## config.mk

```make
export PLATFORM = sky130hd
export DESIGN_NAME = conv_frame_ctrl
export DESIGN_NICKNAME = d
export VERILOG_FILES = /design/src/rtl/conv_ctrl_pkg.sv /design/src/rtl/conv_frame_ctrl.sv
export SDC_FILE = /design/constraint.sdc
export NUM_CORES = 1
export LEC_CHECK = 0
export CAP_MARGIN = 20
export CORE_MARGIN = 4
export CORE_UTILIZATION = 50
export DETAILED_ROUTE_END_ITERATION = 10
export DONT_BUFFER_PORTS = 1
export GPL_ROUTABILITY_DRIVEN = 1
export PLACE_DENSITY_LB_ADDON = 0.08
export SLEW_MARGIN = 30
export SYNTH_ARGS = -nofsm -noshare
export SYNTH_HDL_FRONTEND = slang
export SYNTH_SLANG_ARGS = --single-unit
```

## constraint.sdc

```tcl
create_clock -name clk_sig -period 2 [get_ports clk_sig]
set_input_delay 0.5 -clock clk_sig [delete_from_list [all_inputs] [get_ports clk_sig]]
set_output_delay 0.5 -clock clk_sig [all_outputs]
set_load 0.005 [all_outputs]
```

## src/rtl/conv_ctrl_pkg.sv

```systemverilog
// Shared types and default sizing for the convolutional-encoder frame sequencer.
package conv_ctrl_pkg;

  typedef enum logic [1:0] {
    IDLE = 2'd0,
    CLR  = 2'd1,
    DATA = 2'd2,
    TAIL = 2'd3
  } state_t;

  localparam int TAIL_LEN_DEF      = 4;
  localparam int MAX_FRAME_LEN_DEF = 1024;
  localparam int LEN_W_DEF         = 11;
  localparam int CODE_W            = 2;

endpackage

```

## src/rtl/conv_frame_ctrl.sv

```systemverilog
// Frames a serial bit stream into the 4-bit conv encoder: clear, data shifts, zero tail.
// Pair valid one cycle after each shift; out_ready low freezes the encoder and drops in_ready.
module conv_frame_ctrl
  import conv_ctrl_pkg::*;
#(
  parameter int TAIL_LEN      = TAIL_LEN_DEF,
  parameter int MAX_FRAME_LEN = MAX_FRAME_LEN_DEF,
  parameter int LEN_W         = LEN_W_DEF
) (
  input  logic              clk_sig,
  input  logic              rst_n,
  input  logic              in_bit,
  input  logic              in_valid,
  input  logic              in_last,
  output logic              in_ready,
  output logic              enc_q,
  output logic              enc_en_n,
  output logic              enc_clr,
  input  logic [CODE_W-1:0] enc_code,
  output logic [CODE_W-1:0] out_code,
  output logic              out_valid,
  output logic              out_last,
  input  logic              out_ready,
  output logic              busy,
  output logic [15:0]       frame_cnt,
  output logic              err_len
);

  localparam int TAIL_W = (TAIL_LEN > 1) ? $clog2(TAIL_LEN) : 1;
  localparam logic [LEN_W-1:0]  LEN_LIMIT = LEN_W'(MAX_FRAME_LEN - 1);
  localparam logic [TAIL_W-1:0] TAIL_END  = TAIL_W'(TAIL_LEN - 1);

  state_t            state_q, state_d;
  logic [LEN_W-1:0]  len_q;
  logic [TAIL_W-1:0] tail_q;
  logic              slot;
  logic              shift;
  logic              last_shift;
  logic              len_overflow;

  // Shifting only into a free slot keeps enc_code frozen under a stalled pair.
  assign slot     = ~out_valid | out_ready;
  assign enc_en_n = ~shift;
  assign out_code = enc_code;
  assign busy     = (state_q != IDLE);

  always_comb begin
    state_d      = state_q;
    in_ready     = 1'b0;
    enc_q        = 1'b0;
    enc_clr      = 1'b0;
    shift        = 1'b0;
    last_shift   = 1'b0;
    len_overflow = 1'b0;
    unique case (state_q)
      IDLE: begin
        if (in_valid) state_d = CLR;
      end
      CLR: begin
        enc_clr = 1'b1;
        state_d = DATA;
      end
      DATA: begin
        in_ready = slot;
        if (slot && in_valid) begin
          shift = 1'b1;
          enc_q = in_bit;
          if (in_last || (len_q == LEN_LIMIT)) state_d = TAIL;
          len_overflow = ~in_last && (len_q == LEN_LIMIT);
        end
      end
      TAIL: begin
        if (slot) begin
          shift = 1'b1;
          if (tail_q == TAIL_END) begin
            last_shift = 1'b1;
            state_d    = IDLE;
          end
        end
      end
      default: state_d = IDLE;
    endcase
  end

  always_ff @(posedge clk_sig or negedge rst_n) begin
    if (!rst_n) begin
      state_q   <= IDLE;
      len_q     <= '0;
      tail_q    <= '0;
      out_valid <= 1'b0;
      out_last  <= 1'b0;
      frame_cnt <= '0;
      err_len   <= 1'b0;
    end else begin
      state_q <= state_d;

      if (state_q == CLR)
        len_q <= '0;
      else if (state_q == DATA && shift)
        len_q <= len_q + LEN_W'(1);

      if (state_q != TAIL)
        tail_q <= '0;
      else if (shift)
        tail_q <= tail_q + TAIL_W'(1);

      // A new shift always refills the output register, even when the old pair leaves this cycle.
      if (shift) begin
        out_valid <= 1'b1;
        out_last  <= last_shift;
      end else if (out_ready) begin
        out_valid <= 1'b0;
        out_last  <= 1'b0;
      end

      if (last_shift)   frame_cnt <= frame_cnt + 16'd1;
      if (len_overflow) err_len   <= 1'b1;
    end
  end

endmodule

```

## Yosys cells after proc, flatten, opt, wreduce, memory -nomap -nowiden

Index checks and enable logic that the tools add are counted.

- Register bits: 34
- Bits of input ports: 8
- Output and inout bits: 26
- Logic and storage cells: 60

- $add $sub $neg: 3
- Equal/unequal tests: 11
- Multiplexer cells: 25
- Bitwise logic cells: 4
- Reductions and logical operators: 10

Operators with widths:

| kind | count |
|---|---|
| 11-bit two-way mux | 2 |
| 16-bit by 1-bit adder with 16-bit output (second input constant) | 1 |
| 1-bit two-way mux | 14 |
| 2-bit two-way mux | 7 |
| 2-bit != test (second input constant) | 6 |
| 11-bit by 1-bit adder with 11-bit output (second input constant) | 1 |
| 11-bit by 10-bit equality test with 1-bit output (second input constant) | 1 |
| 2-bit case mux with 4 select lines | 1 |
| 2-bit nonzero test | 4 |
| 2-bit equality test (second input constant) | 3 |
| 5-bit AND reduction | 1 |
| 1-bit logical AND | 3 |
| 1-bit inverter | 3 |
| 2-bit by 1-bit adder with 2-bit output (second input constant) | 1 |
| 2-bit by 1-bit equality test with 1-bit output (second input constant) | 1 |
| 2-bit zero test | 1 |
| 1-bit case mux with 2 select lines | 1 |
| 1-bit logical OR | 1 |
| 1-bit OR | 1 |

## Longest topological paths before layout

Gate-level depths: netlist of the first run.

- Word-level depth: 8
- Gate-level depth with buffers: 6
- Depth with buffers taken out: 6

## Worst setup path after synthesis of the first run

OpenSTA, ideal clock, no wires.

- Kind: register to output
- Start: register state_q[0]
- End: output port enc_q
- Arrival time: 1.355 ns
- Data required time: 1.500 ns
- Path slack: 0.145 ns
- Cell stages (with the launch flop): 7
- Buffers on the path: 1
- Cell sequence: dfrtp_1 -> inv_1 -> ha_1 -> clkbuf_1 -> inv_1 -> nor2_1 -> and3_1

- Longest elaborated chain between the ends: 2

Ends and longest elaborated chain:

| item | line | text |
|---|---|---|
| start: declaration | conv_frame_ctrl.sv:33 | `state_t state_q, state_d;` |
| start signal: assignment | conv_frame_ctrl.sv:95 | `state_q <= state_d;` |
| 2-bit equality test | conv_frame_ctrl.sv:55 | `unique case (state_q)` |
| 1-bit two-way mux | conv_frame_ctrl.sv:55 |  |
| end: declaration | conv_frame_ctrl.sv:16 | `output logic enc_q,` |

Every way passes these cells.

## Worst setup path after layout of the first run

- Start: register out_valid
- End: output port enc_en_n

- Longest elaborated chain between the ends: 6
- Elaborated cells on any way between the ends: 7
- Classes of those cells: 3 x mux; 3 x bitwise; 1 x reduce/logical

Ends and longest elaborated chain:

| item | line | text |
|---|---|---|
| start: declaration | conv_frame_ctrl.sv:21 | `output logic out_valid,` |
| start signal: assignment | conv_frame_ctrl.sv:90 | `out_valid <= 1'b0;` |
| start signal: assignment | conv_frame_ctrl.sv:109 | `out_valid <= 1'b1;` |
| start signal: assignment | conv_frame_ctrl.sv:112 | `out_valid <= 1'b0;` |
| 1-bit inverter (*) | conv_frame_ctrl.sv:42 | `assign slot = ~out_valid \| out_ready;` |
| 1-bit OR (*) | conv_frame_ctrl.sv:42 |  |
| 1-bit logical AND | conv_frame_ctrl.sv:65 | `if (slot && in_valid) begin` |
| 1-bit two-way mux | conv_frame_ctrl.sv:65 |  |
| 1-bit case mux with 2 select lines (*) | conv_frame_ctrl.sv:55 |  |
| 1-bit inverter (*) | conv_frame_ctrl.sv:43 | `assign enc_en_n = ~shift;` |
| end: declaration | conv_frame_ctrl.sv:17 | `output logic enc_en_n,` |

Every way passes the cells marked *; elsewhere a longest branch is shown, timed or not.

==> results of run 1 <==
[timing repair]
item / CTS / global route
setup buffers: 1 / 3
endpoints found under the setup margin: 3 / 3
hold endpoints to repair: 34 / 0
cloned: 0 / 0
hold buffers: 2 / 0
gates resized for setup: 4 / 2
[report_power, final]
| group | internal (mW) | switching (mW) | total, mW |
|---|---|---|---|
| combinational | 0.295 | 0.399 | 0.694 |
| sequential | 0.765 | 0.0901 | 0.855 |
| clock | 0.138 | 0.238 | 0.376 |
| total | 1.20 | 0.727 | 1.93 |
[metal layers]
layer  share of wire, %  up-vias  wire length [um]  GRT usage, %
li1                   -      628                 -             -
met2                 48       33              1710          29.2
met3                6.7        5               238          5.49
met4                1.3        0                46          8.35
met1                 44      664              1540          18.7
met5                  0        -                 0             0
[placed cells by master, fill, tap and decap left out, types with 2 or more instances in the layout]
cell	Yosys	routed
xnor2_1	12	12
and3_1	6	6
o21ai_0	4	4
dfrtp_1	34	33
clkbuf_4	0	5
nand2_1	14	14
a21oi_1	8	8
nand4_1	9	9
o31ai_1	5	5
inv_1	5	4
nor2b_1	2	2
nor3_1	2	2
a31oi_1	2	2
or2_2	2	2
nand3_1	8	8
and4_1	3	3
nor3_2	2	2
ha_1	8	6
and2_1	2	2
nor2_1	6	5
buf_4	3	7
nand2b_1	3	3
xor2_1	7	7
nand3_2	2	2
or4_1	5	5
[per-stage QoR]
| stage | cell area (sq um) | total power, mW | setup WS (ns) | utilization (%) | hold slack, ns |
|---|---|---|---|---|---|
| after floorplan | 1780 | 1.29 | 0.145 | - | 0.204 |
| after global placement | 1820 | 1.40 | 0.220 | 53.6 | 0.205 |
| after detailed placement | 1820 | 1.45 | 0.150 | 53.6 | 0.205 |
| after CTS | 1920 | 1.89 | 0.000604 | 56.8 | 0.306 |
| after global routing | 1950 | 2.06 | -0.00173 | 57.5 | 0.324 |
| final | 1950 | 1.93 | 0.0497 | 57.5 | 0.321 |
[layout make-up]
| class | instances | area share (%) |
|---|---|---|
| multi-input cells | 124 | 45.3 |
| repair buffers | 9 | 4.23 |
| clock inverters | 2 | 0.706 |
| well taps | 46 | 2.95 |
| clock buffers | 6 | 2.12 |
| flip-flops and latches | 34 | 43.7 |
| inverters | 5 | 0.962 |
[state kept, by name, indices dropped and copies added (netlist names)]
| name | flops |
|---|---|
| frame_cnt | 16 |
| len_q | 11 |
| state_q | 2 |
| tail_q | 2 |
| err_len | 1 |
| out_last | 1 |
| out_valid | 1 |
[worst max-delay path, stage by stage (launching register included)]
cell	delay, ns
dfrtp_1	0.45
nor2b_1	0.19
buf_4	0.17
or2_2	0.31
[cells by family (layout without fill, tap and decap cells)]
group	after synthesis	in the layout	synth area share, %
XOR/XNOR	19	19	9.37
AND/OR/NAND/NOR	69	69	22.6
multiplexers	2	2	1.20
buffers and inverters	12	22	3.24
flip-flops	34	34	47.9
adder cells (fa/ha/maj)	8	8	5.64
AO/OA/AOI/OAI	26	26	10.1
[worst max-delay path by stage]
stage,start,endpoint,slack (ns)
after floorplan,state_q[0],enc_q,0.14
after CTS,state_q[0],enc_q,0.0006
after global routing,out_valid,enc_en_n,-0.002
after detailed placement,state_q[0],len_q[9],0.15
after global placement,state_q[0],enc_en_n,0.22
final,out_valid,enc_en_n,0.05
==> metrics.csv, run 1 <==
metric,value,unit
status,completed,
Netlist cell types,38,
max_cap viols,0,
class of the worst hold path,input port to register,
Clock transition at path regs,0.11,ns
post-route ant nets,0,
cells after synthesis,170,
"Hold Vio Cnt, Final",0,
Top Ports,34,
critical path type,register to output port,
Initial Util,52.4,%
top cell type's share of synthesized area,47.9,%
clk buf depth,2,
hold depth,1,
Worst-Margin Slew,0.420,ns
initial drt markers,68,
crit path max fanout,7,
Max-Slew Margin vs Limit,71.6,%
Routability Congestion,0.811,
Synth Flop Type,dfrtp_1,
Post-DP HPWL,2480,um
cts bufs inserted,5,
data required time of the worst path,1.50,ns
fraction of layout cells with a size suffix above 1,16.7,%
fin crit share,97.5,%
maximum vdd drop,0.489,mV
post-synthesis register bit count,34,
Root Buffer,clkbuf_4,
"top cells by area, synth","dfrtp_1, xnor2_1, ha_1",
via count,1330,
"EDFF count, synth",0,
top-count cell post-synth,dfrtp_1,
WL per Instance,15.6,um
minimum clock period,1.95,ns
Total GRT Usage,17.0,%
Yosys top cell by area,dfrtp_1,
fin cells,226,
Worst Hold Endpoint,err_len,
largest net degree at the start of global routing,35,
"Setup violations, final",0,
vias per std cell,5.88,
DIE AREA,0.00457,sq mm
placed cell count,212,
initial antenna violation count,0,
die height,67.6,um
Diodes inserted,0,
1st-pass router iterations,4,
Setup Skew,0.00632,ns
GRT overflow,0,
I/O Buffers,0,
die width,67.6,um
Reg area,852,sq um
CTS H-tree lvls,2,
Commonest cells post-synth,"dfrtp_1, nand2_1, xnor2_1",
area grow syn2layout,9.87,%
Worst R2R Setup Slack,0.21,ns
Worst EP arrival,1.45,ns
post-synthesis cell area,0.00178,sq mm
mean post-synth cell area,10.4,sq um
Max Fclk,513,MHz
Critical Path Sink Type,output port,
Fin Setup TNS,0,ns
DR DRC count,0,
FF-to-FF End,state_q[0],
core area,0.00339,sq mm
Final Max Slew Viols,0,
Synth Warn #,0,
Leakage,0.848,nW
"Seq/Total Area, Yosys",47.9,%
Worst R2R Path Depth,5,
vias in the first global route,1295,
first-pass GRT wire length,5750,um
async set or reset register ratio after synthesis,100,%
startpoint types,register,
Synth Net Count,186,
Final #Nets,195,
Skew-Pair Late Insertion Delay,0.33,ns
DRT Wirelength,3530,um
Multi-input gate area,885,sq um
CTS sink cnt,34,
FP Rows,21,
worst hold start,in_valid,
CTS tree,done,
Fillers,297,
pwr dens,987,mW/mm^2
reg-to-reg startpoint,len_q[0],
Power figures use the tool's default switching activity.
==> run 2, diff against run 1 <==
Settings changed: REMOVE_ABC_BUFFERS set to 1.
==> run 2 against run 1 <==
- maximum frequency up 1.1%
- sequential share of layout area barely moved
- largest power group unchanged
- combinational power fell by 4.2%
- setup slack improved by 0.022 ns
==> metrics.csv, run 2 (synthesized netlist as in run 1, its figures left out) <==
metric,value,unit
Worst R2R Path Depth,5,
worst setup path endpoint,enc_en_n,
Final Max Slew Viols,0,
CTS sink cnt,34,
core area,0.00339,sq mm
fin cells,225,
largest net degree at the start of global routing,35,
"most common cell after layout, fill and taps aside",dfrtp_1,
die width,67.6,um
final worst slack,0.0716,ns
1st-pass router iterations,4,
area grow syn2layout,9.94,%
worst setup path startpoint,out_valid,
WL per Instance,15.2,um
GRT overflow,0,
reg-to-reg startpoint,len_q[0],
post-route ant nets,0,
vias per std cell,5.81,
DRT Wirelength,3420,um
Pwr Total,1.93,mW
Routability Congestion,0.759,
initial drt markers,61,
fin crit share,96.4,%
Max Fclk,519,MHz
Max-Slew Margin vs Limit,70.1,%
status,completed,
post-route cell area,0.00195,sq mm
startpoint types,register,
max FFs per register,16,
Regs by FF count,"frame_cnt: 16 flops, len_q: 11 flops",
FF-to-FF End,state_q[0],
maximum vdd drop,0.420,mV
Clock transition at path regs,0.10,ns
Setup WS pre-CTS,0.168,ns
CTS H-tree lvls,2,
Post-DP HPWL,2490,um
Leakage,0.845,nW
fraction of layout cells with a size suffix above 1,16.8,%
Final #Nets,194,
vias in the first global route,1320,
first-pass GRT wire length,6020,um
class of the worst hold path,input port to register,
crit path max fanout,7,
"Core Util, Final",57.6,%
Setup Skew,0.0119,ns
Worst EP arrival,1.43,ns
FP Rows,21,
unrepaired setup endpoints after global routing,no,
Worst R2R Setup Slack,0.24,ns
initial antenna violation count,0,
DR DRC count,0,
Skew-Pair Late Insertion Delay,0.34,ns
Biggest register,frame_cnt,
clk buf depth,2,
Critical Path Sink Type,output port,
Total GRT Usage,17.7,%
highest-count cells in the layout ignoring fill and taps,"dfrtp_1, nand2_1, xnor2_1, nand4_1",
Worst-Margin Slew,0.446,ns
pwr dens,987,mW/mm^2
Initial Util,52.4,%
"Setup violations, final",0,
critical path type,register to output port,
Root Buffer,clkbuf_4,
Diodes inserted,0,
die height,67.6,um
max_cap viols,0,
placed cell count,212,
via count,1307,
"Hold Vio Cnt, Final",0,
Fin Setup TNS,0,ns
CTS tree,done,
Area after DPL,0.00182,sq mm
DIE AREA,0.00457,sq mm
minimum clock period,1.93,ns
data required time of the worst path,1.50,ns
Worst Hold Slack,0.317,ns
Fillers,307,
cts bufs inserted,5,
Top Ports,34,
I/O Buffers,0,
[run 2: changes by cell type in the layout (fill, tap and decap cells not counted), sizes merged]
cell	previous run	this run
clkinv	2	1
buf	8	7
clkinvlp	0	1
[run 2: final cells by class]
type                       instances  area, sq um  share of cell area, %
multi-input combinational        124          885                   45.3
timing repair buffer               8         75.1                   3.85
inverter                           5         18.8                  0.962
clock buffer                       6         51.3                   2.63
sequential                        34          852                   43.7
clock inverter                     2         12.5                  0.641
tap                               46         57.6                   2.95
[run 2: layer usage]
metal | share of wire [%] | vias up | global-route usage [%] | routed length, um
li1 | - | 634 | - | -
met3 | 6.6 | 6 | 5.99 | 226
met1 | 42 | 630 | 21.3 | 1450
met2 | 50 | 37 | 28.6 | 1700
met5 | 0 | - | 0 | 0
met4 | 1.5 | 0 | 7.85 | 51
[run 2: what timing repair did]
action	4_1_cts	5_1_grt
endpoints found under the hold margin	34	0
setup endpoints to repair	3	3
gates resized for setup	4	2
hold buffers	2	0
setup buffers	1	2
[run 2: how the worst min path moves through the flow]
stage | from | to | slack [ns] | cells past startpoint
CTS | in_valid | err_len | 0.30 | 1
detailed placement | rst_n | state_q[1] | 0.21 | 0
global route | in_valid | err_len | 0.30 | 1
floorplan | rst_n | err_len | 0.20 | 0
finish | in_valid | err_len | 0.32 | 1
global placement | rst_n | state_q[1] | 0.21 | 0
[run 2: critical path: stages (launching register included)]
cell and delay (ns):
dfrtp_1 0.44, nor2b_1 0.18, buf_4 0.17, or2_2 0.31
[run 2: power breakdown]
group | total (mW) | internal [mW] | switching (mW)
Sequential | 0.853 | 0.765 | 0.0877
Combinational | 0.665 | 0.282 | 0.383
Clock | 0.409 | 0.169 | 0.240
Total | 1.93 | 1.22 | 0.711
